**src/rtl/fact_engine.sv**
```systemverilog
// Sequential factorial engine: n! built up by repeated 8-cycle shift-add
// multiplies, with overflow detection past RES_W bits and a valid/ready result port.
module fact_engine #(
  parameter int RES_W = 64
) (
  input  logic             clk,
  input  logic             reset,
  input  logic             start,
  input  logic [7:0]       operand,
  input  logic             res_ready,
  output logic             busy,
  output logic             res_valid,
  output logic [RES_W-1:0] result,
  output logic             ovf,
  output logic [1:0]       state_dbg
);

  typedef enum logic [1:0] {
    IDLE  = 2'd0,
    CHECK = 2'd1,
    MUL   = 2'd2,
    DONE  = 2'd3
  } state_t;

  state_t             state;
  logic [7:0]         n_reg;
  logic [8:0]         i_reg;
  logic [RES_W-1:0]   acc;
  logic [RES_W+7:0]   prod;
  logic [2:0]         k;

  logic [RES_W+7:0]   addend;
  logic [RES_W+7:0]   prod_sum;

  // One multiplier bit per MUL cycle; prod_sum already includes this cycle's addend.
  always_comb begin
    addend   = '0;
    prod_sum = '0;
    if (i_reg[k]) begin
      addend = {8'b0, acc} << k;
    end
    prod_sum = prod + addend;
  end

  // Result port: res_valid stays high with result/ovf frozen until a cycle
  // with res_valid && res_ready; the engine returns to IDLE on the next cycle.
  always_ff @(posedge clk) begin
    if (reset) begin
      state     <= IDLE;
      n_reg     <= '0;
      i_reg     <= '0;
      acc       <= '0;
      prod      <= '0;
      k         <= '0;
      busy      <= 1'b0;
      res_valid <= 1'b0;
      result    <= '0;
      ovf       <= 1'b0;
    end else begin
      case (state)
        IDLE: begin
          if (start) begin
            n_reg  <= operand;
            acc    <= {{(RES_W-1){1'b0}}, 1'b1};
            i_reg  <= 9'd2;
            result <= '0;
            ovf    <= 1'b0;
            busy   <= 1'b1;
            state  <= CHECK;
          end
        end
        CHECK: begin
          if (i_reg > {1'b0, n_reg}) begin
            result    <= acc;
            ovf       <= 1'b0;
            res_valid <= 1'b1;
            state     <= DONE;
          end else begin
            prod  <= '0;
            k     <= '0;
            state <= MUL;
          end
        end
        MUL: begin
          prod <= prod_sum;
          k    <= k + 3'd1;
          if (k == 3'd7) begin
            // Any bit above RES_W means n! cannot be represented; stop early.
            if (|prod_sum[RES_W+7:RES_W]) begin
              result    <= '0;
              ovf       <= 1'b1;
              res_valid <= 1'b1;
              state     <= DONE;
            end else begin
              acc   <= prod_sum[RES_W-1:0];
              i_reg <= i_reg + 9'd1;
              state <= CHECK;
            end
          end
        end
        DONE: begin
          if (res_ready) begin
            res_valid <= 1'b0;
            busy      <= 1'b0;
            state     <= IDLE;
          end
        end
        default: state <= IDLE;
      endcase
    end
  end

  assign state_dbg = state;

endmodule

```
**config.mk**
```make
export PLATFORM = sky130hd
export DESIGN_NAME = fact_engine
export DESIGN_NICKNAME = d
export VERILOG_FILES = /design/src/rtl/fact_engine.sv
export SDC_FILE = /design/constraint.sdc
export NUM_CORES = 1
export LEC_CHECK = 0
export CAP_MARGIN = 20
export CORE_MARGIN = 1
export CORE_UTILIZATION = 60
export CTS_CLUSTER_DIAMETER = 60
export DETAILED_ROUTE_END_ITERATION = 7
export GPL_TIMING_DRIVEN = 0
export PLACE_DENSITY = 0.86
export SETUP_SLACK_MARGIN = 0.02
export SLEW_MARGIN = 20
export SYNTH_ARGS = -nofsm -noshare
export SYNTH_HDL_FRONTEND = slang
export SYNTH_SLANG_ARGS = --single-unit
```
**constraint.sdc**
```tcl
create_clock -name clk -period 11.7 [get_ports clk]
set_input_delay 1.755 -clock clk [delete_from_list [all_inputs] [get_ports clk]]
set_output_delay 1.755 -clock clk [all_outputs]
set_load 0.01 [all_outputs]
```
==> results of run 1 <==
==> worst max-delay path by stage <==
stage               slack [ns]                       to
finish                    3.39  result[46]$_SDFFE_PP0P_
global route              3.41  result[24]$_SDFFE_PP0P_
CTS                       3.58  result[37]$_SDFFE_PP0P_
detailed placement        3.63  result[56]$_SDFFE_PP0P_
global placement          3.37  result[22]$_SDFFE_PP0P_
floorplan                 6.29     acc[57]$_SDFFE_PP0P_
==> worst max-delay path, stage by stage, from the launching register on <==
cell and delay [ns]:
dfxtp_1 0.39, clkbuf_2 0.52, mux4_2 0.65, nand2_1 0.17, and2_1 0.14, clkbuf_1 0.71
clkbuf_1 0.45, a21oi_1 0.08, ha_1 0.29, clkbuf_1 0.30, nand2_1 0.22, nor4_2 0.54
nand4_1 0.23, a311oi_1 0.31, nor3_1 0.17, o21ai_1 0.34, xor2_1 0.13, nor4_1 0.90
a21oi_1 0.27, o221ai_4 0.86, buf_4 0.33, a32o_1 0.20
==> area by class of cell <==
class | instances | share of cell area (%)
well taps | 330 | 2.347
multi-input cells | 1507 | 57.94
clock inverters | 14 | 0.8605
flip-flops and latches | 225 | 25.60
clock buffers | 36 | 4.260
plain buffers | 152 | 3.648
repair buffers | 81 | 4.637
inverters | 33 | 0.7041
==> cells in the final DEF, fill, tap and decap left out, types with 19 or more instances in the layout <==
cell             synthesis  routed
a21o_1                  21      21
a21oi_1                251     251
a22o_1                  41      41
a32o_1                  64      64
buf_2                   26      26
clkbuf_1               102     107
clkbuf_16                0      27
clkdlybuf4s50_1          0      80
dfxtp_1                225     225
ha_1                    82      82
inv_1                   31      31
mux4_2                  51      51
nand2_1                297     297
nand3_1                 72      72
nand4_1                 38      38
nor2_1                 136     135
nor3_1                  24      24
nor4_1                  21      21
o211ai_1                19      19
o21ai_0                 70      70
xnor2_1                 35      35
xor2_1                  25      25
==> through the flow <==
| step | hold WS, ns | util [%] |
|---|---|---|
| CTS | 0.4627 | 69.66 |
| global route | 0.4704 | 69.66 |
| detailed placement | 0.4553 | 66.09 |
| finish | 0.4650 | 69.66 |
| global placement | 0.4475 | 65.98 |
| floorplan | 0.4377 | - |
==> metal layers <==
layer | global-route usage [%] | share of wire, % | vias to the layer above
li1 | - | - | 7383
met1 | 58.56 | 38 | 7927
met2 | 69.41 | 43 | 1099
met3 | 9.473 | 12 | 241
met4 | 25.26 | 6.4 | 0
met5 | 0 | 0 | -
==> cells by family after synthesis <==
| kind of cell | after synthesis | share of synthesized area (%) |
|---|---|---|
| buf+inv | 185 | 4.948 |
| xor+xnor | 60 | 3.402 |
| simple gates | 666 | 19.77 |
| mux | 74 | 8.990 |
| flops | 225 | 29.16 |
| compound gates | 624 | 26.96 |
| fa+ha+maj | 83 | 6.771 |
==> power by group <==
part           leakage [nW]  switching [W]  internal [W]
Clock                 0.434       0.000376      0.000481
Combinational          4.03       0.000201     0.0000610
Sequential             1.81     0.00000566      0.000772
==> summary.txt, run 1 <==
Synthesis
  – Commonest register cell after synthesis: dfxtp_1
  – Commonest cells in the synthesized netlist: nand2_1, a21oi_1, dfxtp_1, nor2_1, clkbuf_1
  – Sequential area share after synthesis: slightly below 30%
  – Dominant cell by count in the synthesized netlist: nand2_1
  – Post-synth top area share: 29.16%
  – Number of synthesized register bits: between 200 and 250
  – Ys Warns: 0
  – Post-synth EDFFs: 0
  – Netlist cell types: 79
  – Yosys top cell by area: dfxtp_1
  – Largest cells by area after synthesis: dfxtp_1, a21oi_1, mux4_2, nand2_1, ha_1
  – Post-synthesis cell area: 15450 um^2
  – Async set-reset flop share out of synthesis: 0%
  – Instance count of the mapped netlist: about 1900
  – Synthesized area per cell: approximately 8.1 um^2
  – Syn_nets: 2012

Clocking
  – Clock tree from TritonCTS: done
  – Clock latency on the worst-skew pair: just under 0.6 ns
  – Clk sinks: between 200 and 250
  – CTS-repair resized insts: 0
  – Number of buffers inserted to repair setup after CTS: 0
  – Total number of H-tree levels: 1
  – Max clock buf depth: 3
  – Clock Pin Slew Worst Setup and Hold Paths: 0.06 ns
  – Library cell used as clock root buffer: clkbuf_16
  – Count of hold-fix buffers inserted at cts: 0
  – Number of clock buffers inserted by TritonCTS: 27

STA
  – Clock tree skew after final layout: between 0.02 and 0.025 ns
  – Count of pins over their slew limit: 0
  – Max transition margin: about 21%
  – Slew at the pin closest to its max-slew limit: approximately 1.2 ns
  – Unrepaired setup endpoints after global routing: no
  – Min Clock Period, post-route: around 8.3 ns
  – Hold violation total from the final report: 0
  – Total negative slack for setup checks: 0 ns
  – Setup-violating endpoint count in the final report: 0
  – Achievable frequency: roughly 120 MHz
  – Worst path setup slack after routing: 3.389 ns
  – Post-route fraction of the period consumed by the critical path: 71.04%

Critical path
  – Startpoint of the most critical setup path: k[0]$_SDFFE_PP0P_
  – Required time at the endpoint of the critical path: 12.20 ns
  – Capture point of the worst reg-to-reg path: result[46]$_SDFFE_PP0P_
  – Kind of end point of the critical path: flop
  – Reg2Reg Depth: 21
  – R2r setup slk: ~3.4 ns
  – CP Data Arrival Time: about 8.8 ns
  – WS Path Type: flop to flop
  – Largest fanout of any net on the critical path: 10
  – Startpoint of the worst register-to-register path: k[0]$_SDFFE_PP0P_
  – Critical Path Source Type: flop

Placement
  – HPWL after detailed placement: 44380 um
  – Cell area reported after detailed placement: between 15000 and 20000 um^2
  – Post-Place Setup Slack: around 3.6 ns
  – Buffers on Ports: 80
  – Placed Cells incl. Taps: between 2000 and 2500
  – GPL Wtd Cong: roughly 1

Hold path
  – Hold Path Depth: 2
  – Worst min-delay path endpoint: prod[47]$_SDFFE_PP0P_
  – Origin of the worst min-delay path: prod[47]$_SDFFE_PP0P_
  – Path type of the worst min-delay path: flop to flop

GRT
  – Gr usage total: a little under half
  – Global-route wire length before repair: 90540 um
  – Antenna violations before repair: 0
  – Pin count of the biggest net entering global routing: 15
  – Sum of overflow across all layers after global routing: 0
  – Number of global-route vias before repair: ~15000

Layout
  – Fill cell count: approximately 2100
  – Cell area after layout: about 18000 um^2
  – Antenna Cells: 0
  – Max FFs per register: around 70
  – Storage element area: around 4500 um^2
  – Registers with the most flip-flops: prod (72), acc (64), result (64)
  – Final layout net count: roughly 2100
  – Total area of multi-input combinational cells: 10190 um^2
  – Layout cell share with drive strength beyond 1: 8.203%
  – Area grow syn2layout: 13.88%
  – Count of non-filler cells in the finished layout: between 2000 and 2500
  – Top reg by flops: prod

Pwr
  – Worst voltage drop across the vdd grid: approximately 130 uV
  – P per Cell Area: 107.8 nW/um^2
  – Sum of internal, switching and leakage power: roughly 0.0019 W
  – Static Leakage: approximately 6.3 nW

Drt
  – Vias per Instance: roughly 7.0
  – Drt first pass iters: 7
  – Average detailed-routed wire length per instance: around 25 um
  – Sum of routed wire length over all layers: between 60000 and 70000 um
  – Iter 0 DRT Violations: approximately 2200
  – Routed via count: 16650
  – Remaining DRCs: 0
  – Number of nets still failing antenna checks after routing: 0

Die
  – Top-level I/O count: around 80
  – Effective utilization at floorplan: 61.17%
  – Die H: between 150 and 200 um
  – Die Span X: around 160 um
  – Die area: between 20000 and 30000 um^2
  – Core ar.: 25250 um^2
  – Std-Cell Rows: between 50 and 60

Outcome
  – Run status: finished, final reports clean

Job
  – MaxCap Viol Count: 0
No activity file was read; power rests on OpenSTA's default activity.
==> run 2, diff against run 1 <==
--- a/config.mk
+++ b/config.mk
@@ -7,11 +7,11 @@
 export LEC_CHECK = 0
 export CAP_MARGIN = 20
 export CORE_MARGIN = 1
-export CORE_UTILIZATION = 60
+export CORE_UTILIZATION = 56
 export CTS_CLUSTER_DIAMETER = 60
 export DETAILED_ROUTE_END_ITERATION = 7
 export GPL_TIMING_DRIVEN = 0
-export PLACE_DENSITY = 0.86
+export PLACE_DENSITY = 0.84
 export SETUP_SLACK_MARGIN = 0.02
 export SLEW_MARGIN = 20
 export SYNTH_ARGS = -nofsm -noshare
==> constraint.sdc (replaced) <==
create_clock -name clk -period 7 [get_ports clk]
set_input_delay 1.05 -clock clk [delete_from_list [all_inputs] [get_ports clk]]
set_output_delay 1.05 -clock clk [all_outputs]
set_load 0.01 [all_outputs]
==> run 2 against run 1 <==
Net effect: clock skew fell by 0.010 ns; critical path type unchanged; via count fell by 0.25%; first-iteration DRC count fell by 18%; largest power group unchanged; worst hold slack got worse by 0.0027 ns; die area rose by 7.1%; sequential power rose by 67%; register-to-register slack got worse by 3.2 ns; count of clock-buffer cells in the layout fell by 2; setup slack got worse by 3.2 ns.
==> summary.txt, run 2 (same netlist as run 1, synthesis figures left out) <==
Layout
  – Layout cell share with drive strength beyond 1: 8.949% (+0.75 points)
  – Most frequent standard cell in the layout excluding fill and tap cells: nand2_1
  – Core Util, Final: 65.57% (-4.1 points)
  – Max FFs per register: 72 (unchanged)
  – Antenna Cells: 0 (unchanged)
  – Area grow syn2layout: 14.71%
  – Fill cell count: 2328 (+12%)
  – Most used cells in the layout excluding fill and tap cells: nand2_1, a21oi_1, dfxtp_1
  – Registers with the most flip-flops: prod (72), acc (64), result (64)
  – Final layout net count: 2123 (+0.047%)
  – Top reg by flops: prod
  – Count of non-filler cells in the finished layout: 2386 (+0.34%)

GRT
  – Pin count of the biggest net entering global routing: 15 (unchanged)
  – Sum of overflow across all layers after global routing: 0 (unchanged)
  – Number of global-route vias before repair: 15830 (+2.7%)
  – Gr usage total: 42.83% (-2.2 points)
  – Global-route wire length before repair: 92030 um (+1.6%)
  – Antenna violations before repair: 0 (unchanged)

Clocking
  – Total number of H-tree levels: 1 (unchanged)
  – Clock latency on the worst-skew pair: 0.57 ns (about the same)
  – Clk sinks: 225 (unchanged)
  – Clock Pin Slew Worst Setup and Hold Paths: 0.06 ns (about the same)
  – Number of clock buffers inserted by TritonCTS: 27 (unchanged)
  – Clock tree from TritonCTS: done
  – Library cell used as clock root buffer: clkbuf_16
  – Max clock buf depth: 3 (unchanged)
  – Count of hold-fix buffers inserted at cts: 0 (unchanged)

Die
  – Top-level I/O count: 81 (unchanged)
  – Die H: 168.1 um (+3.5%)
  – Die Span X: 168.1 um (+3.5%)
  – Std-Cell Rows: 60 (+3.4%)
  – Die area: 28250 um^2 (+7.1%)
  – Effective utilization at floorplan: 57.16% (-4.0 points)
  – Core ar.: 27030 um^2 (+7.0%)

Pwr
  – Sequential fraction of design power: 40.4% (-0.6 points)
  – Static Leakage: 6.373 nW (+1.4%)
  – Switching fraction of total power: 29.29% (-1.4 points)
  – P per Cell Area: 181.6 nW/um^2 (+68%)
  – Clock power share: 45.9% (+0.7 points)
  – NetSw: 0.0009427 W (+62%)
  – Comb power frac: 13.7% (about the same)
  – Total internal power: 0.002276 W (+73%)
  – Worst voltage drop across the vdd grid: 198.8 uV (+53%)

STA
  – Hold violation total from the final report: 0 (unchanged)
  – Setup-violating endpoint count in the final report: 0 (unchanged)
  – Post-route fraction of the period consumed by the critical path: 96.88% (+26 points)
  – Total negative slack for setup checks: 0 ns (unchanged)
  – Count of pins over their slew limit: 0 (unchanged)
  – Max transition margin: 22.56% (+1.1 points)
  – Slew at the pin closest to its max-slew limit: 1.162 ns (-0.01707 ns)
  – Unrepaired setup endpoints after global routing: no
  – Min Clock Period, post-route: 6.782 ns (-1.530 ns)
  – Clock tree skew after final layout: 0.01295 ns (-0.01001 ns)
  – Achievable frequency: 147.5 MHz (+23%)

Critical path
  – Kind of end point of the critical path: flop
  – Delay contributed by the slowest stage of the critical path: 0.72 ns (-0.18 ns)
  – Cell family with most CP delay: simple AND/OR/NAND/NOR gates
  – Critical Path Source Type: flop
  – Slowest stage cell on the critical path: nor4_1
  – CP Data Arrival Time: 7.29 ns (-1.52 ns)
  – Required time at the endpoint of the critical path: 7.51 ns (-4.69 ns)
  – Largest fanout of any net on the critical path: 10 (unchanged)
  – CP Buf/Inv Count: 4 (-1)
  – WS Path Type: flop to flop
  – Cells along the critical path: clkbuf_4, mux4_2, nand2_1, and2_4, clkbuf_2, a21oi_1, ha_1, clkbuf_1, nand4_1, nor4_1, a221oi_1, o31a_1, nor3b_1, and3_1, nor3_2, a211o_1, o21ai_4, a21oi_2, buf_2, a22o_1

Drt
  – Number of nets still failing antenna checks after routing: 0 (unchanged)
  – Routed via count: 16610 (-0.25%)
  – Remaining DRCs: 0 (unchanged)
  – Drt first pass iters: 6 (-1)
  – Vias per Instance: 6.961 (-0.58%)
  – Average detailed-routed wire length per instance: 25.76 um (+1.5%)
  – Iter 0 DRT Violations: 1852 (-18%)
  – Sum of routed wire length over all layers: 61450 um (+1.8%)

Placement
  – Placed Cells incl. Taps: 2339 (+0.47%)
  – HPWL after detailed placement: 46170 um (+4.1%)
  – GPL Wtd Cong: 1.030 (+0.56%)
  – Buffers on Ports: 80 (unchanged)

Hold path
  – Path type of the worst min-delay path: flop to flop

Outcome
  – Run status: finished, final reports clean

Job
  – MaxCap Viol Count: 0 (unchanged)
run 2: what timing repair did:
item | in CTS | in global routing
gates resized for setup | 3 | 24
pin swaps | 1 | 0
endpoints found under the setup margin | 131 | 135
buffers inserted | 2 | 0
run 2: worst reg2reg max path, delay by kind of cell (launching register included):
| kind | cells | cell delay [ns] |
|---|---|---|
| flops | 1 | 0.38 |
| simple gates | 7 | 2.37 |
| fa+ha+maj | 1 | 0.29 |
| buf+inv | 4 | 1.44 |
| mux | 1 | 0.59 |
| compound gates | 7 | 1.67 |
run 2: final timing paths:
| kind | start | to | slack (ns) | cells after the start |
|---|---|---|---|---|
| worst min-delay path | prod[61]$_SDFFE_PP0P_ | prod[61]$_SDFFE_PP0P_ | 0.46 | 2 |
| worst max-delay path | k[0]$_SDFFE_PP0P_ | acc[15]$_SDFFE_PP0P_ | 0.22 | 20 |
| worst min register to register | prod[61]$_SDFFE_PP0P_ | prod[61]$_SDFFE_PP0P_ | 0.46 | 2 |
| worst max register to register | k[0]$_SDFFE_PP0P_ | acc[15]$_SDFFE_PP0P_ | 0.22 | 20 |
run 2: layout make-up:
type,count,area [um^2],share of cell area (%)
buffer,151,654.4,3.693
clock buffer,34,752.0,4.243
clock inverter,12,171.4,0.9673
inverter,33,123.9,0.6990
multi-input combinational,1507,10230,57.74
sequential,225,4504,25.42
tap,341,426.7,2.408
timing repair buffer,83,855.8,4.829
run 2: stage by stage:
stage	cell area (um^2)	worst slack, ns	hold slack (ns)	total power, W
floorplan	15450	1.593	0.4377	0.001561
global placement	16680	-1.310	0.4469	0.001721
detailed placement	16710	-0.7046	0.4568	0.001731
CTS	17670	0.08170	0.4647	0.003198
global route	17720	0.02962	0.4905	0.003276
finish	17720	0.2182	0.4623	0.003219
run 2: per-layer routing:
metal / track usage [%] / routed length [um] / share of wire (%)
met1: 55.01 / 24470 / 40
met2: 66.83 / 26640 / 43
met3: 8.228 / 6051 / 9.8
met4: 26.01 / 4288 / 7.0
met5: 0 / 0 / 0
run 2: power groups by stage:
stage / clock [W] / sequential [W] / combinational (W)
6_report: 0.00148 / 0.00130 / 0.000441
5_1_grt: 0.00152 / 0.00130 / 0.000451
4_1_cts: 0.00148 / 0.00130 / 0.000418
3_5_place_dp: 0 / 0.00133 / 0.000403
3_3_place_gp: 0 / 0.00133 / 0.000393
2_1_floorplan: 0 / 0.00133 / 0.000234
==> run 3, diff against run 2 <==
--- a/config.mk
+++ b/config.mk
@@ -8,7 +8,6 @@
 export CAP_MARGIN = 20
 export CORE_MARGIN = 1
 export CORE_UTILIZATION = 56
-export CTS_CLUSTER_DIAMETER = 60
 export DETAILED_ROUTE_END_ITERATION = 7
 export GPL_TIMING_DRIVEN = 0
 export PLACE_DENSITY = 0.84
==> run 3 against run 2 <==
Net effect: core utilization about the same; count of clock-buffer cells in the layout unchanged; sequential power about the same; critical path type unchanged; highest routed layer unchanged.
==> summary.txt, run 3 (same netlist as run 1, synthesis figures left out) <==
Critical path
  – R2r setup slk: 0.11 ns (-0.11 ns)
  – Largest fanout of any net on the critical path: 10 (unchanged)
  – Delay contributed by the slowest stage of the critical path: 0.59 ns (-0.13 ns)
  – Capture point of the worst reg-to-reg path: acc[20]$_SDFFE_PP0P_
  – CP Data Arrival Time: 7.39 ns (+0.10 ns)
  – Startpoint of the most critical setup path: k[0]$_SDFFE_PP0P_
  – Cell family with most CP delay: compound AO/OA/AOI/OAI gates
  – Cells along the critical path: clkbuf_4, mux4_2, nand2_1, and2_4, buf_1, a21oi_1, ha_1, clkbuf_1, a21oi_1, o21ai_1, a221oi_1, o32ai_1, a21o_1, nor2_1, a311oi_1, or4_1, buf_2, nor4_2, buf_2, a22o_1
  – Reg2Reg Depth: 20 (unchanged)
  – Kind of end point of the critical path: flop
  – Critical Path Source Type: flop
  – WS Path Type: flop to flop
  – CP Buf/Inv Count: 5 (+1)
  – Required time at the endpoint of the critical path: 7.50 ns (about the same)
  – Startpoint of the worst register-to-register path: k[0]$_SDFFE_PP0P_
  – Slowest stage cell on the critical path: mux4_2

Layout
  – Final layout net count: 2123 (unchanged)
  – Antenna Cells: 0 (unchanged)
  – Layout cell share with drive strength beyond 1: 9.082% (+0.13 points)
  – Top reg by flops: prod
  – Max FFs per register: 72 (unchanged)
  – Most used cells in the layout excluding fill and tap cells: nand2_1, a21oi_1, dfxtp_1
  – Area grow syn2layout: 14.70% (about the same)
  – Most frequent standard cell in the layout excluding fill and tap cells: nand2_1
  – Registers with the most flip-flops: prod (72), acc (64), result (64)

Clocking
  – Number of clock buffers inserted by TritonCTS: 26 (-3.7%)
  – Library cell used as clock root buffer: clkbuf_16
  – Count of hold-fix buffers inserted at cts: 0 (unchanged)
  – Clock latency on the worst-skew pair: 0.56 ns (about the same)
  – Clock Pin Slew Worst Setup and Hold Paths: 0.06 ns (about the same)
  – Total number of H-tree levels: 1 (unchanged)
  – Clk sinks: 225 (unchanged)
  – Max clock buf depth: 3 (unchanged)
  – Clock tree from TritonCTS: done

Die
  – Die H: 168.1 um (unchanged)
  – Core ar.: 27030 um^2 (unchanged)
  – Std-Cell Rows: 60 (unchanged)
  – Top-level I/O count: 81 (unchanged)
  – Effective utilization at floorplan: 57.16% (unchanged)
  – Die area: 28250 um^2 (unchanged)
  – Die Span X: 168.1 um (unchanged)

GRT
  – Number of global-route vias before repair: 15860 (+0.23%)
  – Gr usage total: 43.11% (+0.29 points)
  – Antenna violations before repair: 0 (unchanged)
  – Pin count of the biggest net entering global routing: 15 (unchanged)
  – Sum of overflow across all layers after global routing: 0 (unchanged)
  – Global-route wire length before repair: 92590 um (+0.62%)

STA
  – Count of pins over their slew limit: 0 (unchanged)
  – Achievable frequency: 145.2 MHz (-1.5%)
  – Hold violation total from the final report: 0 (unchanged)
  – Min Clock Period, post-route: 6.889 ns (+0.1067 ns)
  – Post-route fraction of the period consumed by the critical path: 98.41% (+1.5 points)
  – Setup-violating endpoint count in the final report: 0 (unchanged)
  – Clock tree skew after final layout: 0.01407 ns (+0.001113 ns)
  – Slew at the pin closest to its max-slew limit: 1.144 ns (-0.01779 ns)
  – Total negative slack for setup checks: 0 ns (unchanged)
  – Unrepaired setup endpoints after global routing: no
  – Max transition margin: 23.75% (+1.2 points)

Hold path
  – Worst min-delay path endpoint: prod[61]$_SDFFE_PP0P_
  – Hold Path Depth: 2 (unchanged)
  – Origin of the worst min-delay path: prod[61]$_SDFFE_PP0P_
  – Path type of the worst min-delay path: flop to flop

Drt
  – Remaining DRCs: 0 (unchanged)
  – Number of nets still failing antenna checks after routing: 0 (unchanged)
  – Average detailed-routed wire length per instance: 25.79 um (+0.13%)
  – Iter 0 DRT Violations: 2010 (+8.5%)
  – Drt first pass iters: 5 (-1)
  – Sum of routed wire length over all layers: 61610 um (+0.26%)
  – Routed via count: 16630 (+0.096%)
  – Vias per Instance: 6.959 (about the same)

Placement
  – Buffers on Ports: 80 (unchanged)
  – GPL Wtd Cong: 1.030 (unchanged)
  – HPWL after detailed placement: 46170 um (unchanged)

Pwr
  – Sum of internal, switching and leakage power: 0.003194 W (-0.77%)
  – Worst voltage drop across the vdd grid: 163.0 uV (-18%)
  – P per Cell Area: 180.2 nW/um^2 (-0.76%)
  – Static Leakage: 6.376 nW (about the same)

Outcome
  – Run status: finished, final reports clean

Job
  – MaxCap Viol Count: 0 (unchanged)
==> run 3: cell types whose count changed in the layout (fill, tap and decap cells not counted), sizes merged <==
cell / previous run / this run
clkdlybuf4s15: 0 / 1
buf: 48 / 49
inv: 36 / 33
clkbuf: 140 / 139
clkinv: 2 / 7
==> run 3: cell type report <==
type	instances	area [um^2]
plain buffers	151	658.1
clock buffers	34	730.7
clock inverters	14	173.9
fillers	2338	9306
inverters	33	123.9
multi-input cells	1507	10240
flip-flops and latches	225	4504
well taps	341	426.7
repair buffers	84	863.3
==> run 3: repair_timing <==
item                                    4_1_cts  5_1_grt
endpoints found under the setup margin      131      135
hold endpoints to repair                      0        0
pin swaps                                     1        0
gates resized for setup                       4       25
buffers inserted                              3        0
==> run 3: tightest hold or removal path: stages (launching register included) <==
cell and delay [ns]:
dfxtp_1 0.31, nand2_1 0.05, a21oi_1 0.05
==> run 3: where the power goes <==
group,internal [W],switching [W]
Clock,0.000850,0.000602
Combinational,0.000114,0.000329
Sequential,0.00129,0.0000101
==> run 3: through the flow <==
step | worst slack [ns] | cells | utilization [%] | hold slack [ns] | cell area, um^2
after CTS | 0.08605 | 2389 | 65.38 | 0.4651 | 17670
final | 0.1115 | 2389 | 65.56 | 0.4622 | 17720
after global routing | 0.002098 | 2389 | 65.56 | 0.4907 | 17720
after floorplan | 1.593 | 1917 | - | 0.4377 | 15450
after global placement | -1.310 | 2338 | 61.70 | 0.4469 | 16680
after detailed placement | -0.7046 | 2339 | 61.81 | 0.4568 | 16710
==> run 3: metal layers <==
metal,track usage [%],routed length [um],vias up
met1,55.43,24340,7941
met5,0,0,-
met2,67.72,27020,1063
met3,8.651,6379,224
li1,-,-,7397
met4,24.47,3877,0
==> run 3: how the worst max path moves through the flow <==
| stage | end | slack [ns] | cells after the start |
|---|---|---|---|
| after detailed placement | acc[60]$_SDFFE_PP0P_ | -0.70 | 21 |
| final | acc[20]$_SDFFE_PP0P_ | 0.11 | 20 |
| after floorplan | acc[57]$_SDFFE_PP0P_ | 1.59 | 22 |
| after CTS | acc[15]$_SDFFE_PP0P_ | 0.09 | 21 |
| after global placement | result[22]$_SDFFE_PP0P_ | -1.31 | 21 |
| after global routing | acc[20]$_SDFFE_PP0P_ | 0.002 | 19 |
